--- src/rtl/i2c_byte_sequencer.sv ---
// I2C single-byte sequencer: loads an external N-bit shift register, clocks it out/in on SCL/SDA, reports ACK.
// Optional arbitration-loss abort on writes is compiled in with `define ARB_CHECK_EN.
module i2c_byte_sequencer #(
  parameter int N       = 8,
  parameter int CLK_DIV = 4
) (
  input  logic         clk,
  input  logic         rst,
  input  logic         cmd_valid,
  output logic         cmd_ready,
  input  logic         cmd_rw,
  input  logic [N-1:0] cmd_data,
  input  logic         cmd_ack_out,
  input  logic [N-1:0] fu_q,
  output logic [N-1:0] fu_d,
  output logic [2:0]   fu_s,
  output logic         fu_msbin,
  output logic         fu_lsbin,
  output logic         fu_enable,
  output logic         scl_o,
  output logic         sda_oe,
  input  logic         sda_i,
  output logic         rsp_valid,
  output logic [N-1:0] rsp_data,
  output logic         rsp_ack,
  output logic         rsp_arb_lost,
  output logic         busy
);

  localparam int DW = (CLK_DIV > 1) ? $clog2(CLK_DIV) : 1;
  localparam int BW = (N > 1) ? $clog2(N) : 1;
  localparam logic [DW-1:0] DIV_LAST = DW'(CLK_DIV - 1);
  localparam logic [BW-1:0] BIT_LAST = BW'(N - 1);

  typedef enum logic [1:0] {
    S_IDLE,
    S_BIT,
    S_ACK,
    S_DONE
  } state_t;

  state_t         state_q;
  logic [DW-1:0]  div_q;
  logic [1:0]     qtr_q;
  logic [BW-1:0]  bit_q;
  logic           cmdRw_q;
  logic           cmdAckOut_q;
  logic           sample_q;
  logic           rspValid_q;
  logic [N-1:0]   rspData_q;
  logic           rspAck_q;
  logic           arbLost_q;

  logic accept;
  logic quarterEnd;
  logic sampleCycle;
  logic bitEnd;
  logic shiftNow;
  logic arbAbort;

  assign accept      = cmd_valid && (state_q == S_IDLE);
  assign quarterEnd  = (div_q == DIV_LAST);
  assign sampleCycle = (qtr_q == 2'd2) && (div_q == '0);
  assign bitEnd      = (qtr_q == 2'd3) && quarterEnd;
  assign shiftNow    = (state_q == S_BIT) && bitEnd;

`ifdef ARB_CHECK_EN
  // We released SDA to send a 1 but the line reads 0: another master owns the bus.
  assign arbAbort = (state_q == S_BIT) && !cmdRw_q && fu_q[N-1] && sampleCycle && !sda_i;
`else
  assign arbAbort = 1'b0;
`endif

  always_ff @(posedge clk or posedge rst) begin
    if (rst) begin
      state_q     <= S_IDLE;
      div_q       <= '0;
      qtr_q       <= '0;
      bit_q       <= '0;
      cmdRw_q     <= 1'b0;
      cmdAckOut_q <= 1'b1;
      sample_q    <= 1'b0;
      rspValid_q  <= 1'b0;
      rspData_q   <= '0;
      rspAck_q    <= 1'b1;
      arbLost_q   <= 1'b0;
    end else begin
      rspValid_q <= 1'b0;
      case (state_q)
        S_IDLE: begin
          if (accept) begin
            cmdRw_q     <= cmd_rw;
            cmdAckOut_q <= cmd_ack_out;
            div_q       <= '0;
            qtr_q       <= '0;
            bit_q       <= '0;
            state_q     <= S_BIT;
          end
        end
        S_BIT, S_ACK: begin
          if (sampleCycle) sample_q <= sda_i;
          if (arbAbort) begin
            state_q    <= S_DONE;
            rspValid_q <= 1'b1;
            rspData_q  <= fu_q;
            rspAck_q   <= 1'b1;
            arbLost_q  <= 1'b1;
          end else begin
            div_q <= quarterEnd ? '0 : div_q + DW'(1);
            if (quarterEnd) qtr_q <= qtr_q + 2'd1;
            if (bitEnd) begin
              if (state_q == S_BIT) begin
                if (bit_q == BIT_LAST) begin
                  bit_q   <= '0;
                  state_q <= S_ACK;
                end else begin
                  bit_q <= bit_q + BW'(1);
                end
              end else begin
                // The ACK bit was sampled in Q2 of this bit, so sample_q is already valid here.
                state_q    <= S_DONE;
                rspValid_q <= 1'b1;
                rspData_q  <= fu_q;
                rspAck_q   <= cmdRw_q ? cmdAckOut_q : sample_q;
                arbLost_q  <= 1'b0;
              end
            end
          end
        end
        S_DONE: begin
          state_q <= S_IDLE;
          div_q   <= '0;
          qtr_q   <= '0;
          bit_q   <= '0;
        end
        default: state_q <= S_IDLE;
      endcase
    end
  end

  assign cmd_ready = (state_q == S_IDLE);
  assign busy      = (state_q != S_IDLE);

  assign scl_o = (state_q == S_IDLE) ||
                 (((state_q == S_BIT) || (state_q == S_ACK)) && ((qtr_q == 2'd1) || (qtr_q == 2'd2)));

  assign sda_oe = ((state_q == S_BIT) && !cmdRw_q && !fu_q[N-1]) ||
                  ((state_q == S_ACK) && cmdRw_q && !cmdAckOut_q);

  assign fu_d      = accept ? cmd_data : '0;
  assign fu_s      = accept ? 3'd1 : (shiftNow ? 3'd3 : 3'd0);
  assign fu_enable = accept || shiftNow;
  assign fu_lsbin  = shiftNow && sample_q;
  assign fu_msbin  = 1'b0;

  assign rsp_valid    = rspValid_q;
  assign rsp_data     = rspData_q;
  assign rsp_ack      = rspAck_q;
  assign rsp_arb_lost = arbLost_q;

endmodule

--- config.mk ---
export PLATFORM = sky130hd
export DESIGN_NAME = i2c_byte_sequencer
export DESIGN_NICKNAME = d
export VERILOG_FILES = /design/src/rtl/i2c_byte_sequencer.sv
export SDC_FILE = /design/constraint.sdc
export NUM_CORES = 1
export LEC_CHECK = 0
export CORE_MARGIN = 4
export CORE_UTILIZATION = 36
export CTS_CLUSTER_DIAMETER = 120
export DETAILED_ROUTE_END_ITERATION = 12
export PLACE_DENSITY_LB_ADDON = 0.12
export SKIP_LAST_GASP = 1
export SLEW_MARGIN = 20
export SYNTH_ARGS = -nofsm -noshare
export SYNTH_HDL_FRONTEND = slang
export SYNTH_SLANG_ARGS = --single-unit
--- constraint.sdc ---
create_clock -name clk -period 2.1 [get_ports clk]
set_input_delay 0.315 -clock clk [delete_from_list [all_inputs] [get_ports clk]]
set_output_delay 0.315 -clock clk [all_outputs]
set_load 0.1 [all_outputs]
## Word level (Yosys, flattened, before mapping)

Cells that the tools add are included.

- Latch bits: 0
- Bits in writable memories: 0
- Bits in read-only memories: 0
- Register bits: 22
- Logic and storage cells: 77
- Memories kept: 0
- Bits of input ports: 22

- $lt $le $gt $ge: 0
- Reduce and logical (&&, ||, !) cells: 28
- Divide/modulo/power cells: 0
- Add/subtract/negate cells: 3
- Multipliers: 0
- Bitwise gates (word level): 1
- Shift operators: 0
- Multiplexer cells: 22
- Equal/unequal tests: 13

Operators with widths:

| kind | number |
|---|---|
| $mux W2 | 9 |
| $pmux W2 S3 | 3 |
| $mux W3 | 4 |
| $eq A2 B2 Y1 const B | 5 |
| $logic_and A1 B1 Y1 | 10 |
| $pmux W3 S3 | 1 |
| $reduce_and A3 Y1 | 3 |
| $mux W8 | 1 |
| $ne A2 B2 Y1 const B | 3 |
| $reduce_and A2 Y1 | 3 |
| $logic_or A1 B1 Y1 | 5 |
| $add A2 B1 Y2 const B | 2 |
| $eq A2 B1 Y1 const B | 2 |
| $logic_not A2 Y1 | 2 |
| $mux W1 | 4 |
| $add A3 B1 Y3 const B | 1 |
| $eq A3 B3 Y1 const B | 1 |
| $logic_not A1 Y1 | 3 |
| $ne A3 B3 Y1 const B | 1 |
| $ne A2 B1 Y1 const B | 1 |
| $reduce_bool A2 Y1 | 1 |
| $reduce_or A2 Y1 | 1 |
| $not A1 Y1 | 1 |

## Logic depth before layout (Yosys ltp)

Gate-level depths: netlist of the first run.

- Word-level depth: 5
- Gate-level depth with buffers: 6

## Worst setup path after synthesis of the first run

No wires, ideal clock.

- Kind: register to output
- Start: register state_q[0]
- End: output port scl_o
- Setup slack: -1.106 ns
- Stages on the path, launching flop included: 6
- Arrival time: 2.891 ns
- Cell sequence: dfrtp_1 > inv_1 > ha_1 > clkbuf_1 > inv_1 > nand2_1

- Elaborated cells on any way between the ends: 6
- Those cells by class: 2 x eq/ne; 4 x reduce/logical

RTL lines:

| what | line | source |
|---|---|---|
| start, declared | 42 | `state_t state_q;` |
| start signal, assigned | 76 | `state_q <= S_IDLE;` |
| start signal, assigned | 97 | `state_q <= S_BIT;` |
| start signal, assigned | 103 | `state_q <= S_DONE;` |
| $logic_not A2 Y1 | n/a |  |
| net cmd_ready | 10 | `output logic cmd_ready,` |
| $logic_or A1 B1 Y1 | 144 | `assign scl_o = (state_q == S_IDLE) \|\|` |
| end, declared | 20 | `output logic scl_o,` |

The timed path passes the listed nets, and every way through them passes these cells.

## Worst setup path in the final report of the first run

- Start: register state_q[1]
- End: output port fu_s[1]

- Longest elaborated chain between the ends: 4
- Elaborated cells on any way between the ends: 6
- Those cells by class: 1 x eq/ne; 2 x mux; 3 x reduce/logical

RTL lines:

| what | line | source |
|---|---|---|
| $eq A2 B1 Y1 | 65 | `assign shiftNow = (state_q == S_BIT) && bitEnd;` |
| $logic_and A1 B1 Y1 | 65 |  |
| $mux W2 | 151 | `assign fu_s = accept ? 3'd1 : (shiftNow ? 3'd3 : 3'd0);` |
| $mux W2 (*) | 151 |  |
| end, declared | 16 | `output logic [2:0] fu_s,` |

Every way passes the cells marked *; elsewhere a longest branch is shown, timed or not.

==> run_results.csv, run 1 <==
group,metric,value,unit
run_status,outcome,"completed",
clock_network,insertion_delay,0.31,ns
grt,grt_antenna_before_repair,0,
placed_design,postPlaceCellArea,1950,sq um
timing,hold_viol,0,
layout,drive_gt1_share,41.9,%
routing,drt-initial-drc-count,46,
clock_network,clockBufferDepth,2,
grt,grt_pass1_vias,1014,
placed_design,dp_hpwl,2530,microns
layout,layout_common_cells,"clkdlybuf4s50_1 (21), dfrtp_1 (20), buf_12 (16), buf_4 (16)",
hold_path,hp-class,"input port to asynchronous set/reset pin",
timing,skew,0.00148,ns
timing,worst_slack,0.0857,ns
floorplan,dieArea,4450,sq um
worst_setup_path,r2r_setup_slack,0.39,ns
grt,grt_usage,14.2,%
clock_network,cts_tree,"done",
grt,grt_pass1_wl,4740,microns
layout,nNetsFinal,201,
floorplan,initial_core_util,37.2,%
layout,diodes,0,
logic_synthesis,synth_seq_cells,22,
placed_design,placed_cells,207,
clock_network,cts-htree-levels,1,
clock_network,root_buffer,"clkbuf_4",
worst_setup_path,critPathLaunchType,"register",
layout,multi_input_area,663,sq um
logic_synthesis,synth_edf_count,0,
layout,syn2layout_area_growth,61.9,%
worst_setup_path,worstPathRequired,1.78,ns
layout,instances_no_fill,213,
layout,mostFrequentLayoutCell,"clkdlybuf4s50_1",
clock_network,cts_buffers,3,
worst_setup_path,r2r_end,"bit_q[0]",
worst_setup_path,worstSetupPathType,"register to output pin",
routing,ant_nets,0,
routing,drc,0,
placed_design,io_buffers,47,
logic_synthesis,netlist_area,1240,sq um
logic_synthesis,yosysWarnings,0,
worst_setup_path,critPathLaunch,"state_q[1]",
routing,drt_first_pass_iters,4,
floorplan,core,3340,sq um
timing,rsz0062_at_grt,"true",
routing,routed_wl,2990,microns
floorplan,rows,21,
logic_synthesis,yosysSeqAreaShare,44.6,%
routing,viasPerCell,4.69,
worst_setup_path,crit_fanout,5,
floorplan,die_y,66.7,microns
clock_network,cts.clk_slew.worst_paths,0.12,ns
pwr,leakagePower,0.928,nW
clock_network,cts_num_sinks,22,
timing,slew_violations,0,
floorplan,die_w,66.7,microns
logic_synthesis,ys_types,30,
timing,max_freq,496,MHz
layout,seq_area,553,sq um
grt,grt_max_degree,15,
layout,nFillCells,295,
timing,fin_crit_sh,95.9,%
placed_design,gp_congestion,0.773,
pwr,peakVddDrop,0.423,mV
routing,wl_per_cell,14.0,microns
logic_synthesis,synth.avg_cell_area,10.7,sq um
worst_setup_path,worstPathArrival,1.70,ns
layout,final_area,2010,sq um
logic_synthesis,synthArstFlopShare,100,%
worst_setup_path,reg2reg_from,"state_q[1]",
floorplan,pin_count,51,
grt,grt_overflow,0,
routing,num_vias,998,
placed_design,place_ws,0.327,ns
timing,period_minus_slack,2.01,ns
flow_run,drv_cap,0,
logic_synthesis,synthCells,116,
worst_setup_path,critPathCaptureType,"output pin",
logic_synthesis,synth_ff_type,"dfrtp_1",
pwr,p_per_area,766,nW/um^2
timing,setup_viol,0,
worst_setup_path,rr_worst_depth,5,
==> Yosys cell counts (2+ instances only) <==
cell | instances | area, sq um
dfstp_2 | 2 | 52.6
mux2i_1 | 4 | 40.0
mux2_2 | 11 | 124
dfrtp_1 | 20 | 500
buf_4 | 4 | 30.0
nand2b_1 | 2 | 12.5
nand2_1 | 11 | 41.3
ha_1 | 11 | 138
nor2b_1 | 2 | 12.5
clkbuf_1 | 2 | 7.51
and3_1 | 8 | 50.1
o21ai_0 | 5 | 25.0
nand3_1 | 3 | 15.0
nor2_1 | 3 | 11.3
buf_2 | 2 | 10.0
inv_1 | 12 | 45.0
==> timing repair <==
item	in CTS	in global routing
buffers inserted	0	2
hold buffers	0	0
pin swaps	0	0
cloned	0	0
setup endpoints to repair	2	4
gates resized for setup	1	1
==> power breakdown <==
group,switching [W],internal [W],total (W)
Sequential,0.0000217,0.000459,0.000481
Clock,0.000135,0.000106,0.000241
Combinational,0.000516,0.000302,0.000818
Total,0.000672,0.000867,0.00154
==> critical path, cell delays in order (launching register included) <==
cell     delay (ns)
dfrtp_1        0.43
inv_1          0.16
ha_2           0.26
nand3_2        0.15
a21oi_2        0.19
buf_12         0.19
==> cell type report <==
| class | instances | area share, % |
|---|---|---|
| repair buffers | 53 | 32.4 |
| inverters | 12 | 2.43 |
| well taps | 46 | 2.86 |
| multi-input cells | 76 | 33.0 |
| clock buffers | 4 | 1.81 |
| flip-flops and latches | 22 | 27.5 |
==> registers in the layout, summed over array words and instances (netlist names) <==
name / flops
bit_q: 3
cmdAckOut_q: 1
cmdRw_q: 1
div_q: 2
qtr_q: 2
rsp_ack: 1
rsp_data: 8
rsp_valid: 1
sample_q: 1
state_q: 2
==> worst max-delay path by stage <==
stage | slack [ns] | cells past startpoint | endpoint
floorplan | -0.35 | 5 | scl_o
global placement | 0.36 | 4 | bit_q[0]
detailed placement | 0.33 | 5 | fu_s[1]
CTS | 0.04 | 5 | fu_s[1]
global route | -0.01 | 5 | fu_s[1]
finish | 0.09 | 5 | fu_s[1]
==> layer usage <==
metal | global-route usage (%) | wire (microns)
met1 | 17.5 | 1330
met2 | 23.6 | 1400
met3 | 4.55 | 231
met4 | 3.81 | 29
met5 | 0 | 0
==> logic make-up (layout without fill, tap and decap cells) <==
kind of cell | count (synthesis) | in the layout | share of synthesized area (%)
AND/OR/NAND/NOR | 34 | 34 | 14.7
flip-flops | 22 | 22 | 44.6
buffers and inverters | 20 | 69 | 7.46
multiplexers | 16 | 16 | 14.4
AO/OA/AOI/OAI | 12 | 12 | 7.46
adder cells (fa/ha/maj) | 11 | 11 | 11.1
other | 1 | 3 | 0.302
==> metrics by stage <==
| step | hold slack [ns] | total power (W) | utilization, % | TNS [ns] |
|---|---|---|---|---|
| finish | 0.288 | 0.00154 | 60.2 | 0 |
| global route | 0.290 | 0.00161 | 60.2 | -0.0183 |
| CTS | 0.294 | 0.00153 | 59.7 | 0 |
| detailed placement | 0.474 | 0.00130 | 58.5 | 0 |
| global placement | 0.473 | 0.00128 | 58.5 | 0 |
| floorplan | 0.303 | 0.00104 | - | -0.427 |
Power figures use the tool's default switching activity.
==> inputs of run 2 (changes only) <==
- PLACE_DENSITY: unset -> 0.78
- PLACE_DENSITY_LB_ADDON: 0.12 -> unset
==> run 2 against run 1 <==
Against the previous run:
- final cell count down 1.4%
- via count up 1.0%
- sequential share of layout area up 0.086 points
- first-iteration DRC count down 59%
- sequential power about the same
- utilization down 0.19 points
- non-clock buffer count down 3
==> run_results.csv, run 2 (synthesis results as in run 1) <==
group,metric,value,unit
run_status,outcome,"completed",
grt,grt_max_degree,23,
flow_run,drv_cap,0,
pwr,pwr-share-seq,30.0,%
grt,grt_usage,14.7,%
clock_network,post_cts_buffers,0,
clock_network,cts_num_sinks,22,
clock_network,cts-htree-levels,1,
worst_setup_path,crit_slowest_cell,"dfrtp_1",
pwr,leakagePower,0.921,nW
hold_path,hp-class,"input port to asynchronous set/reset pin",
worst_setup_path,critPathCaptureType,"output pin",
floorplan,core,3340,sq um
timing,setup_viol,0,
worst_setup_path,crit_chain,"inv_2 > ha_2 > nand3_2 > a21oi_2 > buf_12",
layout,final_area,2000,sq um
floorplan,initial_core_util,37.2,%
layout,drive_gt1_share,41.5,%
layout,diodes,0,
layout,nFillCells,267,
layout,largest_reg_flops,8,
pwr,peakVddDrop,0.436,mV
floorplan,die_w,66.7,microns
worst_setup_path,cp_top_family,"flip-flops",
clock_network,ctsHoldBuffers,0,
worst_setup_path,path_buf_inv,2,
clock_network,root_buffer,"clkbuf_4",
routing,ant_nets,0,
layout,syn2layout_area_growth,61.4,%
floorplan,rows,21,
worst_setup_path,worstSetupPathType,"register to output pin",
floorplan,dieArea,4450,sq um
floorplan,pin_count,51,
worst_setup_path,worstPathArrival,1.67,ns
routing,routed_wl,3060,microns
worst_setup_path,worstPathRequired,1.78,ns
pwr,power.share.combinational,49.8,%
pwr,p_clk_share,20.3,%
layout,multi_input_area,663,sq um
layout,nNetsFinal,198,
routing,drt_first_pass_iters,4,
pwr,switching_share,41.5,%
routing,num_vias,1008,
clock_network,cts_tree,"done",
layout,seq_area,553,sq um
routing,viasPerCell,4.80,
placed_design,gp_congestion,0.759,
clock_network,insertion_delay,0.31,ns
timing,fin_crit_sh,94.7,%
timing,period_minus_slack,1.99,ns
timing,max_freq,503,MHz
worst_setup_path,critPathLaunchType,"register",
pwr,power,0.00161,W
clock_network,clockBufferDepth,2,
clock_network,cts.clk_slew.worst_paths,0.13,ns
pwr,intPower,0.000942,W
grt,grt_pass1_vias,1089,
layout,instances_no_fill,210,
grt,grt_pass1_wl,4960,microns
routing,drc,0,
floorplan,die_y,66.7,microns
placed_design,dp_hpwl,2540,microns
timing,rsz0062_at_grt,"false",
grt,grt_overflow,0,
grt,grt_antenna_before_repair,0,
timing,hold_ws,0.320,ns
layout,mostFrequentLayoutCell,"clkdlybuf4s50_1",
clock_network,cts_buffers,3,
routing,wl_per_cell,14.6,microns
layout,layout_common_cells,"clkdlybuf4s50_1 (21), dfrtp_1 (20), buf_12 (16), buf_4 (13), mux2_2 (11)",
timing,slew_violations,0,
worst_setup_path,crit_fanout,5,
pwr,p_per_area,804,nW/um^2
routing,drt-initial-drc-count,19,
timing,hold_viol,0,
placed_design,postPlaceCellArea,1940,sq um
placed_design,placed_cells,206,
worst_setup_path,cp_slowest_stage_delay,0.45,ns
timing,skew,0.00920,ns
layout,post-route-util,60.0,%
pwr,switchingPower,0.000669,W
placed_design,io_buffers,47,
[run 2: per-stage QoR]
stage          setup TNS, ns  setup WS, ns
3_3_place_gp               0         0.356
6_report                   0         0.112
3_5_place_dp               0         0.321
2_1_floorplan         -0.427        -0.354
4_1_cts                    0        0.0174
5_1_grt                    0        0.0232
[run 2: power by group through the flow]
stage | clock network [W] | logic [W] | registers [W]
detailed placement | 0 | 0.000804 | 0.000490
global placement | 0 | 0.000788 | 0.000487
global route | 0.000351 | 0.000837 | 0.000487
CTS | 0.000334 | 0.000807 | 0.000482
floorplan | 0 | 0.000493 | 0.000550
finish | 0.000326 | 0.000802 | 0.000483
[run 2: layout make-up]
| cell class | count | share of cell area [%] |
|---|---|---|
| flip-flops and latches | 22 | 27.6 |
| clock buffers | 3 | 1.12 |
| repair buffers | 50 | 31.4 |
| multi-input cells | 76 | 33.1 |
| clock inverters | 1 | 1.50 |
| inverters | 12 | 2.44 |
| well taps | 46 | 2.87 |
[run 2: what timing repair did]
item	4_1_cts	5_1_grt
setup endpoints to repair	2	3
hold endpoints to repair	0	0
resized for setup	1	2
[run 2: final timing paths]
check | startpoint | end | slack, ns | depth (start not counted)
max in group asynchronous | rst | rsp_ack | 1.51 | 3
worst max-delay path | state_q[1] | fu_s[1] | 0.11 | 5
min in group clk | rsp_ack | rsp_ack | 0.52 | 2
worst min-delay path | rst | rsp_data[1] | 0.32 | 3
worst max register to register | state_q[1] | bit_q[0] | 0.39 | 5
worst min register to register | rsp_ack | rsp_ack | 0.52 | 2
[run 2: worst reg2reg max path: stages, from the launching register on]
cell	delay [ns]
dfrtp_1	0.44
inv_2	0.09
ha_4	0.22
and2b_4	0.21
a211oi_4	0.30
mux2_4	0.33
[run 2: metal layers]
layer  track usage (%)  vias to the layer above  wire [microns]
li1                  -                      477               -
met1              14.8                      490            1170
met2              29.7                       35            1680
met3              1.01                        6             151
met4              7.11                        0              70
met5                 0                        -               0
==> inputs of run 3 (changes only) <==
- CORE_UTILIZATION: 36 -> 38
- PLACE_DENSITY: 0.78 -> 0.81
==> run 3 against run 2 <==
Against the previous run:
- final cell count fell by 0.95%
- routed wire length is 13% lower
- clock power fell by 30%
- clock skew shrank 0.0083 ns
- count of clock-buffer cells in the layout up 1
- utilization up 4.7 points
- critical path type unchanged
- largest power group unchanged
==> run_results.csv, run 3 (synthesis results as in run 1) <==
group,metric,value,unit
floorplan,dieArea,4240,sq um
layout,largest_reg_flops,8,
worst_setup_path,critPathCaptureType,"output pin",
placed_design,gp_congestion,0.774,
timing,fin_crit_sh,94.2,%
timing,setup_viol,0,
clock_network,cts_buffers,3,
worst_setup_path,endpoint,"fu_s[0]",
layout,post-route-util,64.7,%
hold_path,hp-class,"input port to asynchronous set/reset pin",
timing,slew_violations,0,
layout,layout_common_cells,"clkdlybuf4s50_1 (21), dfrtp_1 (20), buf_12 (16), buf_4 (13), mux2_2 (11)",
worst_setup_path,crit_chain,"inv_1 > ha_4 > nand2_1 > nand2_4 > buf_12",
timing,rsz0062_at_grt,"false",
timing,skew,0.000901,ns
worst_setup_path,worstSetupPathType,"register to output pin",
timing,worst_slack,0.122,ns
layout,instances_no_fill,208,
flow_run,drv_cap,0,
routing,wl_per_cell,12.8,microns
clock_network,cts_num_sinks,22,
clock_network,cts-htree-levels,1,
floorplan,rows,20,
placed_design,place_ws,0.324,ns
worst_setup_path,cp_slowest_stage_delay,0.40,ns
worst_setup_path,r2r_setup_slack,0.35,ns
worst_setup_path,critPathLaunchType,"register",
routing,drc,0,
grt,grt_overflow,0,
routing,viasPerCell,4.72,
worst_setup_path,rr_worst_depth,5,
floorplan,pin_count,51,
routing,num_vias,982,
layout,drive_gt1_share,41.5,%
timing,hold_viol,0,
floorplan,die_w,65.2,microns
clock_network,post_cts_buffers,0,
layout,mostFrequentLayoutCell,"clkdlybuf4s50_1",
clock_network,cts.clk_slew.worst_paths,0.11,ns
clock_network,insertion_delay,0.31,ns
clock_network,root_buffer,"clkbuf_4",
worst_setup_path,critPathLaunch,"state_q[0]",
worst_setup_path,reg2reg_from,"state_q[0]",
grt,grt_pass1_vias,1002,
grt,grt_pass1_wl,4490,microns
worst_setup_path,crit_fanout,14,
clock_network,cts_tree,"done",
run_status,outcome,"completed",
pwr,power,0.00151,W
timing,period_minus_slack,1.98,ns
routing,drt_first_pass_iters,4,
layout,syn2layout_area_growth,60.5,%
placed_design,io_buffers,47,
placed_design,placed_cells,204,
grt,grt_max_degree,23,
layout,nNetsFinal,198,
pwr,p_per_area,759,nW/um^2
floorplan,core,3080,sq um
pwr,peakVddDrop,0.353,mV
floorplan,initial_core_util,40.3,%
routing,routed_wl,2670,microns
routing,drt-initial-drc-count,19,
placed_design,dp_hpwl,2220,microns
layout,nFillCells,242,
timing,max_freq,506,MHz
pwr,leakagePower,0.915,nW
routing,ant_nets,0,
grt,grt_antenna_before_repair,0,
worst_setup_path,worstPathArrival,1.66,ns
clock_network,clockBufferDepth,2,
layout,diodes,0,
worst_setup_path,r2r_end,"state_q[0]",
floorplan,die_y,65.2,microns
worst_setup_path,crit_slowest_cell,"dfrtp_1",
grt,grt_usage,13.5,%
worst_setup_path,worstPathRequired,1.78,ns
-- run 3: cell types whose count changed in the layout (fill, tap and decap cells not counted), sizes merged --
cell / previous run / this run
bufinv: 1 / 0
clkbuf: 3 / 4
-- run 3: worst min path at each step --
stage,start,endpoint
finish,rst,rsp_data[6]
global route,rst,rsp_data[4]
CTS,rst,state_q[0]
detailed placement,rsp_ack,rsp_ack
global placement,rsp_ack,rsp_ack
floorplan,rst,bit_q[0]
-- run 3: cell type report --
class	count	area, sq um	share of cell area [%]
clock buffers	4	36.3	1.82
inverters	12	48.8	2.45
multi-input cells	76	671	33.7
flip-flops and latches	22	553	27.8
well taps	44	55.1	2.76
repair buffers	50	628	31.5
-- run 3: power breakdown --
part | switching [W] | internal [W]
Clock | 0.000123 | 0.000106
Combinational | 0.000511 | 0.000290
Sequential | 0.0000219 | 0.000459
Total | 0.000656 | 0.000855
-- run 3: critical path, delay by kind of cell (launching register included) --
kind	cells	cell delay, ns
buffers and inverters	2	0.37
and+or+nand+nor	2	0.29
DFF	1	0.40
adders and majority gates	1	0.29
-- run 3: per-stage QoR --
stage	hold WS (ns)	setup TNS (ns)	area [sq um]
floorplan	0.303	-0.427	1310
global placement	0.473	0	1940
detailed placement	0.473	0	1940
CTS	0.336	0	1980
global route	0.353	0	1990
finish	0.329	0	1990
-- run 3: metal layers --
layer  vias up  global-route usage (%)  wire length, microns
met5         -                       0                     0
met3         6                    4.62                   107
met1       479                    16.0                  1110
met4         0                    3.63                    42
li1        482                       -                     -
met2        15                    23.4                  1400
-- run 3: repair_timing --
action | in CTS | in global routing
hold buffers | 0 | 0
endpoints found under the setup margin | 2 | 2
resized for setup | 1 | 3
hold endpoints to repair | 0 | 0
